==> src/rtl/alu_mul_seq_if.sv <==
// Purpose: request/result and shared-ALU signal bundle for alu_mul_seq.
// Latency: none, wires only; all timing belongs to the multiplier.
// Backpressure: none here; the multiplier drops START while BUSY is high.
//
// Signal summary (directions as seen by the multiplier, i.e. the slave modport):
//   i_start, i_opa[15:0], i_opb[15:0]     request and operands
//   o_busy, o_done, o_result[15:0], o_ovf  status and held result
//   o_alu_s[3:0], o_alu_a, o_alu_b         command to the shared ALU
//   i_alu_y[15:0], i_alu_flag[3:0]         same-cycle ALU response {S,Z,C,V}
interface alu_mul_seq_if;
  logic        i_start;
  logic [15:0] i_opa;
  logic [15:0] i_opb;
  logic        o_busy;
  logic        o_done;
  logic [15:0] o_result;
  logic        o_ovf;
  logic [3:0]  o_alu_s;
  logic [15:0] o_alu_a;
  logic [15:0] o_alu_b;
  logic [15:0] i_alu_y;
  logic [3:0]  i_alu_flag;

  modport slave (
    input  i_start, i_opa, i_opb, i_alu_y, i_alu_flag,
    output o_busy, o_done, o_result, o_ovf, o_alu_s, o_alu_a, o_alu_b
  );

  modport master (
    output i_start, i_opa, i_opb, i_alu_y, i_alu_flag,
    input  o_busy, o_done, o_result, o_ovf, o_alu_s, o_alu_a, o_alu_b
  );
endinterface

==> src/rtl/alu_mul_seq.sv <==
// Purpose: sequential shift-and-add 16x16 unsigned multiplier driving an external shared ALU.
// Latency: DONE in the cycle after op edge N, N = BITS + popcount(OPB masked to BITS).
// Backpressure: START accepted only in IDLE/DONE; START while BUSY is silently dropped.
//
// Ports: i_clk (rising edge), i_rst_n (async, active-low), bus (alu_mul_seq_if.slave).
// Parameter BITS (1..16): number of multiplier LSBs iterated; higher OPB bits ignored.
// Optional feature macro MULSEQ_EARLY_EXIT_EN: finish as soon as the remaining
// multiplier is zero, checked at every iteration entry including right after accept.
module alu_mul_seq #(
  parameter int BITS = 16
) (
  input  logic         i_clk,
  input  logic         i_rst_n,
  alu_mul_seq_if.slave bus
);

  localparam logic [15:0] MASK   = 16'((33'd1 << BITS) - 33'd1);
  localparam logic [4:0]  LAST   = 5'(BITS - 1);
  localparam logic [3:0]  OP_ADD = 4'b0000;
  localparam logic [3:0]  OP_SLL = 4'b1000;

  typedef enum logic [1:0] {S_IDLE, S_ADD, S_SHL, S_DONE} state_t;

  state_t      r_state;
  logic [15:0] r_acc;
  logic [15:0] r_mcand;
  logic [15:0] r_mplier;
  logic [4:0]  r_cnt;
  logic        r_ovf;

  logic        w_enter;
  logic        w_carry;
  logic        w_ovf_shl;
  logic        w_last;
  logic [15:0] w_mplier_sh;
  logic [15:0] w_ent_acc;
  logic [15:0] w_ent_mcand;
  logic [15:0] w_ent_mplier;
  logic        w_ent_ovf;
  state_t      w_nxt_state;
  logic [3:0]  w_nxt_alu_s;
  logic [15:0] w_nxt_alu_a;
  logic [15:0] w_nxt_alu_b;
  logic        w_unused_flags;

  // An iteration is entered either from an accept or from the end of a shift.
  assign w_enter = (((r_state == S_IDLE) || (r_state == S_DONE)) && bus.i_start)
                   || (r_state == S_SHL);
  assign w_carry        = bus.i_alu_flag[1];
  assign w_mplier_sh    = r_mplier >> 1;
  // A bit shifted off the multiplicand only matters if multiplier bits remain to use it.
  assign w_ovf_shl      = r_ovf | (w_carry && (w_mplier_sh != 16'h0000));
  assign w_last         = (r_cnt == LAST);
  assign w_unused_flags = ^{bus.i_alu_flag[3:2], bus.i_alu_flag[0]};

  // Next-iteration decision. ALU command is registered, so operands for the next
  // op cycle are chosen here from the values the registers will hold after this edge.
  always_comb begin
    w_ent_acc    = 16'h0000;
    w_ent_mcand  = bus.i_opa;
    w_ent_mplier = bus.i_opb & MASK;
    w_ent_ovf    = 1'b0;
    if (r_state == S_SHL) begin
      w_ent_acc    = r_acc;
      w_ent_mcand  = bus.i_alu_y;
      w_ent_mplier = w_mplier_sh;
      w_ent_ovf    = w_ovf_shl;
    end

    w_nxt_state = S_SHL;
    w_nxt_alu_s = OP_SLL;
    w_nxt_alu_a = w_ent_mcand;
    w_nxt_alu_b = 16'h0001;
    if (w_ent_mplier[0]) begin
      w_nxt_state = S_ADD;
      w_nxt_alu_s = OP_ADD;
      w_nxt_alu_a = w_ent_acc;
      w_nxt_alu_b = w_ent_mcand;
    end

`ifdef MULSEQ_EARLY_EXIT_EN
    if (w_ent_mplier == 16'h0000) begin
      w_nxt_state = S_DONE;
      w_nxt_alu_s = OP_ADD;
      w_nxt_alu_a = 16'h0000;
      w_nxt_alu_b = 16'h0000;
    end
`endif

    if ((r_state == S_SHL) && w_last) begin
      w_nxt_state = S_DONE;
      w_nxt_alu_s = OP_ADD;
      w_nxt_alu_a = 16'h0000;
      w_nxt_alu_b = 16'h0000;
    end
  end

  always_ff @(posedge i_clk or negedge i_rst_n) begin
    if (!i_rst_n) begin
      r_state      <= S_IDLE;
      r_acc        <= 16'h0000;
      r_mcand      <= 16'h0000;
      r_mplier     <= 16'h0000;
      r_cnt        <= 5'd0;
      r_ovf        <= 1'b0;
      bus.o_busy   <= 1'b0;
      bus.o_done   <= 1'b0;
      bus.o_result <= 16'h0000;
      bus.o_ovf    <= 1'b0;
      bus.o_alu_s  <= OP_ADD;
      bus.o_alu_a  <= 16'h0000;
      bus.o_alu_b  <= 16'h0000;
    end else begin
      bus.o_done <= 1'b0;
      case (r_state)
        S_ADD: begin
          r_acc       <= bus.i_alu_y;
          r_ovf       <= r_ovf | w_carry;
          r_state     <= S_SHL;
          bus.o_alu_s <= OP_SLL;
          bus.o_alu_a <= r_mcand;
          bus.o_alu_b <= 16'h0001;
        end
        S_SHL: begin
          r_mcand  <= bus.i_alu_y;
          r_mplier <= w_mplier_sh;
          r_ovf    <= w_ovf_shl;
          r_cnt    <= r_cnt + 5'd1;
        end
        default: begin
          // IDLE and DONE behave the same: wait for a request.
          if (bus.i_start) begin
            r_acc    <= 16'h0000;
            r_mcand  <= bus.i_opa;
            r_mplier <= bus.i_opb & MASK;
            r_cnt    <= 5'd0;
            r_ovf    <= 1'b0;
          end else begin
            r_state     <= S_IDLE;
            bus.o_busy  <= 1'b0;
            bus.o_alu_s <= OP_ADD;
            bus.o_alu_a <= 16'h0000;
            bus.o_alu_b <= 16'h0000;
          end
        end
      endcase

      if (w_enter) begin
        r_state     <= w_nxt_state;
        bus.o_busy  <= (w_nxt_state == S_ADD) || (w_nxt_state == S_SHL);
        bus.o_alu_s <= w_nxt_alu_s;
        bus.o_alu_a <= w_nxt_alu_a;
        bus.o_alu_b <= w_nxt_alu_b;
        if (w_nxt_state == S_DONE) begin
          bus.o_done   <= 1'b1;
          bus.o_result <= w_ent_acc;
          bus.o_ovf    <= w_ent_ovf;
        end
      end
    end
  end

endmodule

==> src/flat_wrapper.sv <==
// flat-port wrapper written by rule: the top's interface ports become plain ports
module alu_mul_seq_flat 
#(
  parameter int BITS = 16
)
  (i_clk, i_rst_n, bus_i_start, bus_i_opa, bus_i_opb, bus_i_alu_y, bus_i_alu_flag, bus_o_busy, bus_o_done, bus_o_result, bus_o_ovf, bus_o_alu_s, bus_o_alu_a, bus_o_alu_b);
  alu_mul_seq_if bus_i ();
  input  logic i_clk;
  input  logic i_rst_n;
  input wire logic [$bits(bus_i.i_start)-1:0] bus_i_start;
  input wire logic [$bits(bus_i.i_opa)-1:0] bus_i_opa;
  input wire logic [$bits(bus_i.i_opb)-1:0] bus_i_opb;
  input wire logic [$bits(bus_i.i_alu_y)-1:0] bus_i_alu_y;
  input wire logic [$bits(bus_i.i_alu_flag)-1:0] bus_i_alu_flag;
  output wire logic [$bits(bus_i.o_busy)-1:0] bus_o_busy;
  output wire logic [$bits(bus_i.o_done)-1:0] bus_o_done;
  output wire logic [$bits(bus_i.o_result)-1:0] bus_o_result;
  output wire logic [$bits(bus_i.o_ovf)-1:0] bus_o_ovf;
  output wire logic [$bits(bus_i.o_alu_s)-1:0] bus_o_alu_s;
  output wire logic [$bits(bus_i.o_alu_a)-1:0] bus_o_alu_a;
  output wire logic [$bits(bus_i.o_alu_b)-1:0] bus_o_alu_b;
  assign bus_i.i_start = bus_i_start;
  assign bus_i.i_opa = bus_i_opa;
  assign bus_i.i_opb = bus_i_opb;
  assign bus_i.i_alu_y = bus_i_alu_y;
  assign bus_i.i_alu_flag = bus_i_alu_flag;
  assign bus_o_busy = bus_i.o_busy;
  assign bus_o_done = bus_i.o_done;
  assign bus_o_result = bus_i.o_result;
  assign bus_o_ovf = bus_i.o_ovf;
  assign bus_o_alu_s = bus_i.o_alu_s;
  assign bus_o_alu_a = bus_i.o_alu_a;
  assign bus_o_alu_b = bus_i.o_alu_b;
  alu_mul_seq #(.BITS(BITS)) u_core (.i_clk(i_clk), .i_rst_n(i_rst_n), .bus(bus_i));
endmodule
==> config.mk <==
export PLATFORM = sky130hd
export DESIGN_NAME = alu_mul_seq_flat
export DESIGN_NICKNAME = d
export VERILOG_FILES = /design/src/rtl/alu_mul_seq_if.sv /design/src/rtl/alu_mul_seq.sv /design/src/flat_wrapper.sv
export SDC_FILE = /design/constraint.sdc
export NUM_CORES = 1
export LEC_CHECK = 0
export ABC_CLOCK_PERIOD_IN_PS = 2220
export CELL_PAD_IN_SITES_DETAIL_PLACEMENT = 0
export CELL_PAD_IN_SITES_GLOBAL_PLACEMENT = 1
export CORE_UTILIZATION = 40
export CTS_CLUSTER_DIAMETER = 30
export DETAILED_ROUTE_END_ITERATION = 8
export HOLD_SLACK_MARGIN = 0.03
export PLACE_DENSITY = 0.77
export SYNTH_ARGS = -nofsm -noshare
export SYNTH_HDL_FRONTEND = slang
export SYNTH_SLANG_ARGS = --single-unit
export TNS_END_PERCENT = 20
==> constraint.sdc <==
create_clock -name i_clk -period 2.22 [get_ports i_clk]
set_clock_uncertainty 0.05 [all_clocks]
set_input_delay 0.555 -clock i_clk [delete_from_list [all_inputs] [get_ports i_clk]]
set_output_delay 0.555 -clock i_clk [all_outputs]
set_load 0.02 [all_outputs]
==> results of run 1 <==
power by group:
part / total (mW) / switching, mW / internal [mW]
Combinational: 4.24 / 2.31 / 1.93
Sequential: 3.29 / 0.557 / 2.74
Clock: 1.56 / 0.738 / 0.826
worst max path at each step:
stage	slack [ns]	start	endpoint	cells after the start
after floorplan	0.30	u_core.r_cnt[0]	u_core.bus.o_result[10]	7
after global placement	0.25	u_core.r_cnt[0]	u_core.bus.o_alu_a[6]	6
after detailed placement	0.24	u_core.r_cnt[0]	u_core.bus.o_result[14]	5
after CTS	0.22	u_core.r_cnt[0]	u_core.bus.o_result[14]	5
after global routing	0.15	u_core.r_cnt[0]	u_core.bus.o_alu_a[6]	6
final	0.16	u_core.r_cnt[0]	u_core.bus.o_alu_a[6]	6
cell families after synthesis:
group                      count (synthesis)  synth area share [%]
muxes                                     64                  12.7
other                                      1                0.0718
and+or+nand+nor                          127                  11.7
DFF                                      107                  51.3
buffers and inverters                     50                  5.42
adders and majority gates                  5                  1.20
AOI/OAI and AO/OA                        147                  17.7
sequential cells by signal, summed over array words and instances, names as in the netlist, 2 cells and up:
signal and cells:
u_core.bus.o_alu_a 16, u_core.bus.o_alu_b 16, u_core.bus.o_result 16, u_core.r_acc 16, u_core.r_mcand 16, u_core.r_mplier 15
u_core.r_cnt 5, u_core.r_state 2
cell usage in the layout, fill, tap and decap left out, drive strengths merged:
master	instances
dfrtp	107
clkdlybuf4s50	101
nand2	87
o21ai	69
mux2i	48
nand3b	17
a21oi	17
a22o	17
buf	17
o22ai	16
o31a	16
mux2	16
clkbuf	11
inv	7
nor2	7
ha	5
nor4	4
nor2b	3
conb	3
clkinv	3
a32o	2
nand3	2
clkinvlp	2
and2	2
and3	1
nand2b	1
o21bai	1
nand4b	1
o311ai	1
nor4b	1
nand4	1
o311a	1
a21o	1
a31oi	1
a211oi	1
o21ba	1
a31o	1
o21a	1
a311oi	1
critical path, stage by stage (launching register included):
cell                      delay, ns
sky130_fd_sc_hd__dfrtp_1       0.41
sky130_fd_sc_hd__ha_1          0.23
sky130_fd_sc_hd__and3_1        0.19
sky130_fd_sc_hd__ha_1          0.32
sky130_fd_sc_hd__buf_4         0.23
sky130_fd_sc_hd__o21ai_0       0.36
sky130_fd_sc_hd__o31a_1        0.20
cell usage after synthesis, drive strengths merged (2+ instances only):
cell and n:
dfrtp 107, nand2 87, o21ai 69, mux2i 48
buf 34, a21oi 17, a22o 17, nand3b 17
mux2 16, o22ai 16, o31a 16, clkbuf 9
inv 7, nor2 7, ha 5, nor4 4
nor2b 3, a32o 2, and2 2, nand3 2
metal layers:
metal | up-vias | part of all wire, %
met5 | - | 0
met4 | 0 | 1.1
met3 | 10 | 4.2
met2 | 113 | 45
met1 | 2015 | 50
li1 | 1961 | -
final cells by class:
class                      instances  area (um2)
clock inverter                     5        37.5
multi-input combinational        346        2290
clock buffer                      11         253
fill                            1156        5970
tap                              172         215
sequential                       107        2680
inverter                           7        26.3
timing repair buffer             118        1200
per-stage QoR:
step / instance area (um2) / std cells / hold slack, ns / total power [mW] / utilization, %
4_1_cts: 6700 / 766 / 0.124 / 9.14 / 52.9
5_1_grt: 6700 / 766 / 0.135 / 9.69 / 52.9
2_1_floorplan: 5230 / 503 / 0.209 / 6.02 / -
6_report: 6700 / 766 / 0.109 / 9.10 / 52.9
3_3_place_gp: 6410 / 750 / 0.412 / 7.45 / 50.6
3_5_place_dp: 6410 / 750 / 0.418 / 7.56 / 50.6
==> reports/metrics.cfg, run 1 <==
[timing]
finalSetupViolations = 0
achievable-frequency_mhz = 486
finalCritPeriodShare_pct = 92.6
report.final.slew_viol_count = 0
post-route-worst-setup-slack_ns = 0.164
grt_setup_unrepaired = false
worst_pin_slew_ns = 0.825
worst_slew_margin_rel_pct = 44.9
finalCriticalPeriod_ns = 2.06
report.final.hold_viol_count = 0
setup_tns_ns = 0

[critical_path]
path_class = flip-flop to flip-flop
worstReg2RegStart = u_core.r_cnt[0]
critical_path.startpoint_type = flip-flop
endpoint_kind = flip-flop
timing.critical_path.arrival_ns = 2.29
worst-endpoint-required_ns = 2.45
critical_path.reg2reg.endpoint = u_core.bus.o_alu_a[6]
r2r_setup_slack_ns = 0.16
worst_r2r_path_depth = 6
worst-path-max-fanout = 9

[clock_tree]
clock_tree.root_cell = sky130_fd_sc_hd__clkbuf_16
cts_made_buffers = 9
clock_latency_reported_for_the_late_side_of_the_worst_skew_pair_ns = 0.34
cts.hold.buffers_added = 0
cts_tree = done
cts_htree_levels = 3
post_cts.resized_instances = 0
cts_setup_buffers = 0
clk_pin_slew_ns = 0.07
max-clock-path-buffers = 2
clkSinkCount = 107

[run_status]
status = completed

[power_and_ir_drop]
static-leakage-power_nw = 2.88
power.density_cell_area_mw_per_mm2 = 1360
vdd_drop_max_v = 0.000504

[floorplan]
num_rows = 41
design.core.area_mm2 = 0.0127
boundaryPins = 110
dieWidth_um = 116
initial_utilization_pct = 41.2
die_area_mm2 = 0.0135
fp.dieH_um = 116

[placement]
placement.io_buffers = 103
pre_cts_slack_ns = 0.236
place_hpwl_um = 9440
routabilityCongestion = 0.807

[synthesis]
part_of_the_yosys_area_used_for_sequential_elements_pct = 51.3
synth_top_area_cell = sky130_fd_sc_hd__dfrtp_1
postSynth.topFlopCell = sky130_fd_sc_hd__dfrtp_1
synth_enable_flop_cells = 0
top_area_cell_type_share_of_the_netlist_area_pct = 51.3
warning_count_from_the_yosys_run = 0
postSynthAreaPerCell_um2 = 10.4
post_syn_area_mm2 = 0.00522
yosys.cell_types.count = 45
async_flop_share_pct = 100
synth_seq_cells = 107
synth.top_cells.by_area = sky130_fd_sc_hd__dfrtp_1 (51%), sky130_fd_sc_hd__mux2i_1 (9.2%), sky130_fd_sc_hd__o21ai_0 (6.2%)
cells_after_synthesis = 501

[route]
detailedRoute.firstIterationViolations = 234
detail-route-antenna-nets = 0
firstDrtPassIters = 5
routedWlPerCell_um = 17.7
detail_route.vias_per_cell = 5.35
detailroute.via_count = 4099
postRouteWirelength_um = 13600
post-route-drc-count = 0

[finish]
antenna_cells_inserted = 0
area_growth_pct = 28.3
finish.net_count = 649
drive_above_1_share_pct = 9.43

[grt]
grtUsageTotal_pct = 20.7
met2_global_route_usage_pct = 30.7
grt_max_degree = 58
grt_first_pass_wirelength_um = 21000
grt_busiest_layer = met1
grt_use_met3_pct = 2.54
first_global_vias = 3851
grt_overflow = 0
grt_util_met1_pct = 31.3
number_of_antenna_violations_at_the_first_check_in_global_routing = 0

[worst_hold_path]
min_path_type = input port to async pin

[flow_run]
max_cap_viol_count = 0

No activity file was read; power rests on OpenSTA's default activity.
==> run 2, diff against run 1 <==
--- a/config.mk
+++ b/config.mk
@@ -6,6 +6,7 @@
 export NUM_CORES = 1
 export LEC_CHECK = 0
 export ABC_CLOCK_PERIOD_IN_PS = 2220
+export CAP_MARGIN = 25
 export CELL_PAD_IN_SITES_DETAIL_PLACEMENT = 0
 export CELL_PAD_IN_SITES_GLOBAL_PLACEMENT = 1
 export CORE_UTILIZATION = 40
==> results of run 2 <==
No change in the layout: final DEF, timing and power equal those of run 1.
==> run 3, diff against run 2 <==
--- a/config.mk
+++ b/config.mk
@@ -14,6 +14,7 @@
 export DETAILED_ROUTE_END_ITERATION = 8
 export HOLD_SLACK_MARGIN = 0.03
 export PLACE_DENSITY = 0.77
+export SKIP_CTS_REPAIR_TIMING = 1
 export SYNTH_ARGS = -nofsm -noshare
 export SYNTH_HDL_FRONTEND = slang
 export SYNTH_SLANG_ARGS = --single-unit
==> results of run 3 <==
No change in the layout: final DEF, timing and power equal those of run 1.
==> edit (settings of run 2) <==
Add a define of `MULSEQ_EARLY_EXIT_EN`.
--- a/src/rtl/alu_mul_seq.sv
+++ b/src/rtl/alu_mul_seq.sv
@@ -6,6 +6,8 @@
 // Parameter BITS (1..16): number of multiplier LSBs iterated; higher OPB bits ignored.
 // Optional feature macro MULSEQ_EARLY_EXIT_EN: finish as soon as the remaining
 // multiplier is zero, checked at every iteration entry including right after accept.
+`define MULSEQ_EARLY_EXIT_EN
+
 module alu_mul_seq #(
   parameter int BITS = 16
 ) (
Check against the original RTL: not equivalent (Yosys sat finds a counterexample within 4 cycles, from zero or initial values and one cycle with i_rst_n low).
==> edit against run 2 <==
The flow now finishes with violations (negative setup slack). Worst setup slack got worse by 0.39 ns. Power increased by 12%. Count of clock-buffer cells in the layout decreased by 2. Routed wire length increased by 4.9%. Sequential cell count unchanged. Synthesized area decreased by 0.67%. Design area increased by 5.7%. Register-to-register slack got worse by 0.17 ns. Non-clock buffer count increased by 30. Sequential power increased by 2%. Die area decreased by 0.66%. Critical endpoint is now u_core.bus.o_result[14]. Largest cell class unchanged.
==> edit: results (changes against run 2) <==
| Metric | Value |
|---|---|
| Status | finished, violations left (was completed) |
| Failing checks | negative setup slack |
| P_leak | 3.09 nW (was 2.88 nW) |
| CP Max Fanout | 8 (was 9) |
| Buffer share of cell area | 21.2% (was 17.9%) |
| Crit path DAT | 2.63 ns (was 2.29 ns) |
| Fill count | 1,148 (was 1,156) |
| Reg2Reg Setup Slack | -0.01 ns (was 0.16 ns) |
| Number of port buffers | 103 (unchanged) |
| Pin count of the biggest net entering global routing | 53 (was 58) |
| Post-synthesis sequential area ratio | 51.6% (was 51.3%) |
| Worst-path clk slew | 0.07 ns (about the same) |
| Number of multi-input logic gates | 354 (was 346) |
| Layout cell share with drive strength beyond 1 | 14.3% (was 9.43%) |
| Hold/Removal Path Class | in2async (unchanged) |
| Vias in the first global route | 4,221 (was 3,851) |
| # diodes | 0 (unchanged) |
| CP startpoint | bus_i_opb[4] (was u_core.r_cnt[0]) |
| Ys Warns | 0 (unchanged) |
| Critical path class | in2reg (was reg2reg) |
| CTS sink count | 107 (unchanged) |
| Number of DRC markers in iteration 0 | 450 (was 234) |
| H-Tree Depth | 3 (unchanged) |
| Dpl hpwl | 10.4 mm (was 9.44 mm) |
| DP Worst Slack | -0.930 ns (was 0.236 ns) |
| Inverters | 6 (was 7) |
| First-pass GRT wire length | 22.5 mm (was 21.0 mm) |
| Fin worst setup slack | -0.222 ns (was 0.164 ns) |
| Top post-synthesis cells by area | dfrtp_1 52%, mux2i_1 9.3%, nand2_1 7.1%, o21ai_0 5.6%, a222oi_1 3.1% (was dfrtp_1 51%, mux2i_1 9.2%, o21ai_0 6.2%, nand2_1 6.2%, mux2_2 3.2%) |
| Synth unique cells | 45 (unchanged) |
| Final setup fails | 19 (was 0) |
| Post-synth top cells | 107 x dfrtp_1, 98 x nand2_1, 58 x o21ai_0, 48 x mux2i_1, 29 x clkbuf_1 (was 107 x dfrtp_1, 86 x nand2_1, 65 x o21ai_0, 48 x mux2i_1) |
| Skew-Pair Late Insertion Delay | 0.35 ns |
| Initial antenna violation count | 0 (unchanged) |
| R2R Path End | u_core.bus.o_result[14] (was u_core.bus.o_alu_a[6]) |
| Vias per inst | 5.55 (was 5.35) |
| Signal buffers | 148 (was 118) |
| FF+latch area | 2680 µm² (unchanged) |
| Gr usage total | 22.2% (was 20.7%) |
| Ys async rst share | 100% (unchanged) |
| Worst ir drop on vdd | 0.553 mV (was 0.504 mV) |
| GPL Wtd Cong | 0.831 (was 0.807) |
| Post-Route WL | 14.2 mm (was 13.6 mm) |
| DRT Pass-1 Iters | 7 (was 5) |
| Reg2Reg Launch Point | u_core.r_state[0] (was u_core.r_cnt[0]) |
| ClkCell Share | 4.10% (was 4.33%) |
| Worst setup SP type | input pin (was register) |
| TritonCTS Buffers | 9 (unchanged) |
| Area of the multi-input gates | 2380 µm² (was 2290 µm²) |
| Root buffer selected by CTS | clkbuf_16 (unchanged) |
| Worst r2r path cells | 11 (was 6) |
| Nets@finish | 687 (was 649) |
-- edit: power breakdown --
group          total (mW)  switching, mW  internal [mW]  leakage, nW
sequential           3.36          0.617           2.74         1.40
combinational        5.30           2.90           2.40         1.56
clock                1.58          0.784          0.792        0.141
-- edit: stage by stage --
step	setup TNS, ns	std cells	power, mW	instance area, µm²	hold WS (ns)
finish	-3.65	803	10.2	7080	0.0933
global route	-4.73	803	10.9	7080	0.122
CTS	-4.74	801	10.2	7010	0.0994
detailed placement	-27.74	783	8.50	6700	0.409
global placement	-26.43	783	8.37	6700	0.402
floorplan	-8.31	512	6.37	5220	0.209
-- edit: critical path, cell delays in order --
cell and delay, ns:
buf_6 0.09, or4_4 0.53, or3_4 0.38, a221o_2 0.36, o21ai_2 0.13, ha_2 0.22
nand2_4 0.10, buf_16 0.16, nand2_1 0.06, nand2_1 0.05
-- edit: timing repair --
action                                  CTS  global route
setup buffers                             2             1
cloned                                    1             0
pin swaps                                 7             6
gates resized for setup                  31            14
endpoints found under the setup margin   37            37
-- edit: routing by layer --
layer / vias to the layer above / share of wire (%) / GRT usage (%)
met5: - / 0 / 0
met2: 154 / 43 / 31.7
met3: 16 / 5.4 / 2.77
li1: 2125 / - / -
met1: 2164 / 50 / 34.4
met4: 0 / 1.7 / 7.52
-- edit: kinds of logic (layout without fill, tap and decap cells) --
logic type	Yosys count	count (layout)	share of synthesized area (%)
AOI/OAI and AO/OA	160	160	21.8
and+or+nand+nor	136	136	11.4
DFF	107	107	51.6
buffers and inverters	51	170	4.22
muxes	49	49	9.48
adders and majority gates	6	6	1.45
other	1	3	0.0723
